[config.mk]
export PLATFORM = sky130hd
export DESIGN_NAME = lane_vrf_write_arbiter
export DESIGN_NICKNAME = d
export VERILOG_FILES = /design/src/rtl/lane_vrf_pkg.sv /design/src/rtl/lane_vrf_write_arbiter_rr_arbiter.sv /design/src/rtl/lane_vrf_write_arbiter.sv
export SDC_FILE = /design/constraint.sdc
export NUM_CORES = 1
export LEC_CHECK = 0
export ABC_AREA = 1
export BUFFER_PORTS_ARGS = -buffer_cell sky130_fd_sc_hd__buf_2
export CAP_MARGIN = 20
export CORE_AREA = 2 2 100 102
export CTS_CLUSTER_SIZE = 10
export DETAILED_ROUTE_END_ITERATION = 10
export DIE_AREA = 0 0 102 104
export PLACE_DENSITY = 0.86
export SYNTH_ARGS = -nofsm -noshare
export SYNTH_HDL_FRONTEND = slang
export SYNTH_SLANG_ARGS = --single-unit
[constraint.sdc]
create_clock -name clock -period 2.8 [get_ports clock]
set_input_delay 0.42 -clock clock [delete_from_list [all_inputs] [get_ports clock]]
set_output_delay 0.42 -clock clock [all_outputs]
set_load 0.02 [all_outputs]
[src/rtl/lane_vrf_pkg.sv]
// Shared VRF write-request types and field widths for the lane write path.
package lane_vrf_pkg;

    localparam int VRF_VD_W        = 5;
    localparam int VRF_OFFSET_W    = 4;
    localparam int VRF_MASK_W      = 4;
    localparam int VRF_DATA_W      = 32;
    localparam int VRF_INST_W      = 3;
    localparam int VRF_WRITE_REQ_W = 49;

    // vd occupies the MSBs, instructionIndex the LSBs of the packed beat
    typedef struct packed {
        logic [VRF_VD_W-1:0]     vd;
        logic [VRF_OFFSET_W-1:0] offset;
        logic [VRF_MASK_W-1:0]   mask;
        logic [VRF_DATA_W-1:0]   data;
        logic                    last;
        logic [VRF_INST_W-1:0]   instructionIndex;
    } vrf_write_req_t;

endpackage

[src/rtl/lane_vrf_write_arbiter_rr_arbiter.sv]
// Combinational round-robin pick: first asserted request at or after ptr, wrapping N-1 -> 0.
module rr_arbiter #(
    parameter int N = 4,
    localparam int PTR_W = $clog2(N)
) (
    input  logic [N-1:0]     req,
    input  logic [PTR_W-1:0] ptr,
    output logic [PTR_W-1:0] winner,
    output logic [N-1:0]     onehot,
    output logic             any
);

    logic [N-1:0]   rot_s;
    logic [PTR_W:0] sum_s;

    // Rotate so ptr lands at bit 0, take lowest set bit, then un-rotate modulo N.
    always_comb begin
        rot_s = N'({req, req} >> ptr);
        any   = |req;
        sum_s = {1'b0, ptr};
        for (int k = N - 1; k >= 0; k--) begin
            if (rot_s[k]) begin
                sum_s = {1'b0, ptr} + (PTR_W + 1)'(k);
            end else begin
                sum_s = sum_s;
            end
        end
        if (sum_s >= (PTR_W + 1)'(N)) begin
            winner = PTR_W'(sum_s - (PTR_W + 1)'(N));
        end else begin
            winner = sum_s[PTR_W-1:0];
        end
        onehot = any ? ({{(N - 1){1'b0}}, 1'b1} << winner) : {N{1'b0}};
    end

endmodule

[src/rtl/lane_vrf_write_arbiter.sv]
// Round-robin arbiter sharing the lane VRF write port through one registered output slot.
// Optional per-requester grant / stall statistics when LANE_VRF_WARB_STATS_EN is defined.
module lane_vrf_write_arbiter
    import lane_vrf_pkg::*;
#(
    parameter int NUM_REQ        = 4,
    parameter bit ZERO_MASK_DROP = 1'b1
) (
    input  logic                                 clock,
    input  logic                                 reset,
    input  logic [NUM_REQ-1:0]                   req_valid,
    output logic [NUM_REQ-1:0]                   req_ready,
    input  logic [NUM_REQ*VRF_WRITE_REQ_W-1:0]   req_bits,
    input  logic                                 vrfWriteRequest_ready,
    output logic                                 vrfWriteRequest_valid,
    output logic [VRF_VD_W-1:0]                  vrfWriteRequest_bits_vd,
    output logic [VRF_OFFSET_W-1:0]              vrfWriteRequest_bits_offset,
    output logic [VRF_MASK_W-1:0]                vrfWriteRequest_bits_mask,
    output logic [VRF_DATA_W-1:0]                vrfWriteRequest_bits_data,
    output logic                                 vrfWriteRequest_bits_last,
    output logic [VRF_INST_W-1:0]                vrfWriteRequest_bits_instructionIndex,
    output logic [NUM_REQ-1:0]                   grant_onehot
`ifdef LANE_VRF_WARB_STATS_EN
    ,
    output logic [NUM_REQ*16-1:0]                grant_count,
    output logic [15:0]                          stall_count
`endif
);

    localparam int PTR_W = $clog2(NUM_REQ);

    vrf_write_req_t     req_s [NUM_REQ];
    vrf_write_req_t     win_req_s;
    vrf_write_req_t     slot_q, slot_d;
    logic               out_valid_q, out_valid_d;
    logic [PTR_W-1:0]   rr_ptr_q, rr_ptr_d;
    logic [PTR_W-1:0]   winner_s;
    logic [NUM_REQ-1:0] win_onehot_s;
    logic [NUM_REQ-1:0] accept_vec_s;
    logic               any_valid_s, slot_free_s, drop_s, accept_s;

    for (genvar g = 0; g < NUM_REQ; g++) begin : g_unpack
        assign req_s[g] = req_bits[g*VRF_WRITE_REQ_W +: VRF_WRITE_REQ_W];
    end

    rr_arbiter #(.N(NUM_REQ)) u_rr_arbiter (
        .req    (req_valid),
        .ptr    (rr_ptr_q),
        .winner (winner_s),
        .onehot (win_onehot_s),
        .any    (any_valid_s)
    );

    // Accept/drop decision and next state of slot and round-robin pointer.
    always_comb begin
        win_req_s   = req_s[winner_s];
        slot_free_s = ~out_valid_q | vrfWriteRequest_ready;
        // A masked-off, non-last beat writes nothing, so it never needs the slot
        drop_s      = ZERO_MASK_DROP && (win_req_s.mask == {VRF_MASK_W{1'b0}}) && !win_req_s.last;
        accept_s    = any_valid_s & (slot_free_s | drop_s) & ~reset;
        accept_vec_s = accept_s ? win_onehot_s : {NUM_REQ{1'b0}};

        slot_d      = slot_q;
        rr_ptr_d    = rr_ptr_q;
        if (out_valid_q && vrfWriteRequest_ready) begin
            out_valid_d = 1'b0;
        end else begin
            out_valid_d = out_valid_q;
        end

        if (accept_s) begin
            if (winner_s == PTR_W'(NUM_REQ - 1)) begin
                rr_ptr_d = {PTR_W{1'b0}};
            end else begin
                rr_ptr_d = winner_s + {{(PTR_W - 1){1'b0}}, 1'b1};
            end
            if (!drop_s) begin
                slot_d      = win_req_s;
                out_valid_d = 1'b1;
            end else begin
                slot_d      = slot_q;
            end
        end else begin
            rr_ptr_d = rr_ptr_q;
        end
    end

    // Output slot and pointer registers.
    always_ff @(posedge clock or posedge reset) begin
        if (reset) begin
            out_valid_q <= 1'b0;
            slot_q      <= {VRF_WRITE_REQ_W{1'b0}};
            rr_ptr_q    <= {PTR_W{1'b0}};
        end else begin
            out_valid_q <= out_valid_d;
            slot_q      <= slot_d;
            rr_ptr_q    <= rr_ptr_d;
        end
    end

    assign req_ready                             = accept_vec_s;
    assign grant_onehot                          = accept_vec_s;
    assign vrfWriteRequest_valid                 = out_valid_q;
    assign vrfWriteRequest_bits_vd               = slot_q.vd;
    assign vrfWriteRequest_bits_offset           = slot_q.offset;
    assign vrfWriteRequest_bits_mask             = slot_q.mask;
    assign vrfWriteRequest_bits_data             = slot_q.data;
    assign vrfWriteRequest_bits_last             = slot_q.last;
    assign vrfWriteRequest_bits_instructionIndex = slot_q.instructionIndex;

`ifdef LANE_VRF_WARB_STATS_EN
    logic [15:0] grant_cnt_q [NUM_REQ];
    logic [15:0] grant_cnt_d [NUM_REQ];
    logic [15:0] stall_cnt_q, stall_cnt_d;

    // Saturating counters: accepted beats per requester, and stalled output cycles.
    always_comb begin
        for (int i = 0; i < NUM_REQ; i++) begin
            if (accept_vec_s[i] && (grant_cnt_q[i] != 16'hFFFF)) begin
                grant_cnt_d[i] = grant_cnt_q[i] + 16'h0001;
            end else begin
                grant_cnt_d[i] = grant_cnt_q[i];
            end
        end
        if (out_valid_q && !vrfWriteRequest_ready && (stall_cnt_q != 16'hFFFF)) begin
            stall_cnt_d = stall_cnt_q + 16'h0001;
        end else begin
            stall_cnt_d = stall_cnt_q;
        end
    end

    // Statistics registers.
    always_ff @(posedge clock or posedge reset) begin
        if (reset) begin
            for (int i = 0; i < NUM_REQ; i++) begin
                grant_cnt_q[i] <= 16'h0000;
            end
            stall_cnt_q <= 16'h0000;
        end else begin
            for (int i = 0; i < NUM_REQ; i++) begin
                grant_cnt_q[i] <= grant_cnt_d[i];
            end
            stall_cnt_q <= stall_cnt_d;
        end
    end

    for (genvar g = 0; g < NUM_REQ; g++) begin : g_stats_pack
        assign grant_count[g*16 +: 16] = grant_cnt_q[g];
    end
    assign stall_count = stall_cnt_q;
`endif

endmodule

==> flow_metrics.tcl <==
set metrics [dict create \
    ant_nets 0 \
    async_flop_share_pct 100 \
    coreArea_sq_um 9550 \
    final-hold-violation-count 0 \
    cp-end-kind "output pin" \
    antenna_cells 0 \
    fin_nets 1056 \
    setup_viol 58 \
    crit_type "reg -> out" \
    synth_area_sq_um 4120 \
    chipWidth_um 102 \
    maxSlewViolCount 0 \
    place_ws_ns -0.0646 \
    fin_skew_ns 0.0140 \
    cts_tree "yes" \
    setup_tns_ns -12.47 \
    synth_flop_cell "dfrtp_1" \
    max_freq_ghz 0.317 \
    syn_inst 595 \
    yosys.cell_types.count 27 \
    timing.final.crit_share_pct 113 \
    drive_above_1_share_pct 49.8 \
    rsz0062_at_grt "true" \
    drt_wl_total_um 15200 \
    layout_min_cycle_time_ns 3.16 \
    track_usage_pct 24.8 \
    via_per_inst 5.35 \
    die_y_um 104 \
    power.density_nw_per_um2 1520 \
    slew_headroom_pct 48.2 \
    cts_buffer_depth 2 \
    dp_hpwl_um 9890 \
    r2r_setup_slack_ns -0.22 \
    drc 0 \
    start_util_pct 43.1 \
    cts-root-buf "clkbuf_8" \
    wire_per_inst_um 15.4 \
    outcome "finished with violations" \
    synth-seq-cells 52 \
    ctsHoldBuffers 0 \
    synth-seq-area-share_pct 31.6 \
    h-tree-depth 2 \
    dr.pass1.iters 6 \
    dr.first_iter.drc_count 259 \
    grt_max_degree 51 \
    synth_edf_count 0 \
    yosys_warnings 0 \
    cp.required_ns 2.38 \
    final_area_sq_um 6080 \
    via_count 5262 \
    clkTransAtPathRegs_ns 0.08 \
    gr-total-overflow 0 \
    start_kind "flip-flop" \
    whs_ns 0.275 \
    gp_congestion 0.867 \
    grt_pass1_wl_um 21600 \
    antenna_found_initial 0 \
    syn_to_final_growth_pct 47.6 \
    leakage_uw 0.00319 \
    critPathArrivalTime_ns 2.74 \
    violations "negative setup slack" \
    worst-slew-pin-transition_ns 0.776 \
    synth_fp_nets 802 \
    peakVddDrop_v 0.000950 \
    io_pins 261 \
    cp_max_fo 7 \
    cap_violations 0 \
    port_buffers 260 \
    fp-row-count 36 \
    synth_area_per_cell_sq_um 6.92 \
    cts_buffers 5 \
    utilization_pct 63.6 \
    hp-class "in -> async" \
    place_area_sq_um 5430 \
    die_area_sq_um 10600 \
    clk_latency_ns 0.31 \
    grt_pass1_vias 4665 \
    cts_num_sinks 52 \
    finalWorstSetupSlack_ns -0.356 \
]
## final timing paths
check,start,to,cells past startpoint
max,rr_ptr_q[0]$_DFFE_PP0P_,req_ready[1],17
min,reset,vrfWriteRequest_bits_data[2]$_DFFE_PP0P_,2
max reg2reg,rr_ptr_q[0]$_DFFE_PP0P_,vrfWriteRequest_bits_data[5]$_DFFE_PP0P_,23
min reg2reg,vrfWriteRequest_bits_last$_DFFE_PP0P_,vrfWriteRequest_bits_last$_DFFE_PP0P_,2
max in group asynchronous,reset,vrfWriteRequest_bits_data[10]$_DFFE_PP0P_,3
min in group clock,vrfWriteRequest_bits_last$_DFFE_PP0P_,vrfWriteRequest_bits_last$_DFFE_PP0P_,2
## Yosys cell counts (2+ instances only)
library cell,count,share of area [%]
buf_2,13,1.6
buf_4,12,2.2
buf_6,7,1.9
clkbuf_1,24,2.2
dfrtp_1,52,32
ha_1,4,1.2
inv_1,14,1.3
inv_2,6,0.55
nand2_1,142,13
nand2_2,8,1.2
nand3_1,26,3.2
nand3_2,3,0.73
nand4_1,48,7.3
nor2_1,49,4.5
nor2_2,2,0.30
o211ai_1,44,8.0
o21ai_0,88,11
or2_2,44,6.7
## report_power, final
part	internal, uW	switching [uW]
Sequential	1130	216
Clock	179	249
Combinational	2920	4530
Total	4240	4990
## layout make-up
class | instances | area, sq um
inverters | 21 | 81.3
clock buffers | 7 | 76.3
fillers | 868 | 3470
flip-flops and latches | 52 | 1300
repair buffers | 301 | 1730
multi-input cells | 468 | 2710
well taps | 133 | 166
clock inverters | 1 | 8.76
## worst max-delay path, cell delays in order (launching register included)
cell and delay (ns):
dfrtp_2 0.50, inv_4 0.12, nand2_4 0.05, nand2_1 0.07, nand2_2 0.07, o21ai_2 0.07, inv_2 0.11, nand2_4 0.11
nand2_8 0.09, clkbuf_16 0.18, nand3_2 0.09, nand3_2 0.11, nand2_2 0.10, nand3_2 0.09, o21bai_4 0.17, nand2_4 0.13
nor2_4 0.21, buf_6 0.15
## sequential cells by signal, summed over array words and instances (netlist names)
register / flops
vrfWriteRequest_bits_data: 32
vrfWriteRequest_bits_vd: 5
vrfWriteRequest_bits_mask: 4
vrfWriteRequest_bits_offset: 4
vrfWriteRequest_bits_instructionIndex: 3
rr_ptr_q: 2
vrfWriteRequest_bits_last: 1
vrfWriteRequest_valid: 1
## cells in the final DEF (no fill, tap or decap), drive strengths merged
master | Yosys | routed
buf | 32 | 300
inv | 21 | 21
nand2 | 151 | 152
nor2 | 51 | 51
clkinv | 0 | 1
a21boi | 1 | 1
xor2 | 1 | 1
or2 | 44 | 44
nand3 | 29 | 30
a21oi | 1 | 1
ha | 4 | 4
clkbuf | 24 | 8
nand4 | 48 | 48
o21bai | 1 | 1
o211ai | 44 | 44
o21ai | 90 | 90
dfrtp | 52 | 52
nor3 | 1 | 1
## cell families after synthesis
logic type	count (synthesis)	share of synthesized area (%)
AO/OA/AOI/OAI	137	19.9
AND/OR/NAND/NOR	324	37.2
buffers and inverters	77	9.85
flip-flops	52	31.6
XOR/XNOR	1	0.213
adder cells (fa/ha/maj)	4	1.22
## timing repair
item | 4_1_cts | 5_1_grt
cloned | 0 | 3
pin swaps | 14 | 19
gates resized for setup | 29 | 57
endpoints found under the setup margin | 8 | 58
buffers inserted | 18 | 5
## metal layers
metal / wire length [um] / global-route usage, %
met1: 5700 / 29.8
met4: 776 / 8.00
met5: 0 / 0
met2: 7660 / 44.6
met3: 1020 / 3.49
## per-stage QoR
step	instances	total power, uW
5_1_grt	983	10000
4_1_cts	975	8330
3_3_place_gp	949	7210
2_1_floorplan	595	5960
3_5_place_dp	949	7310
6_report	983	9230
Power figures use the tool's default switching activity.
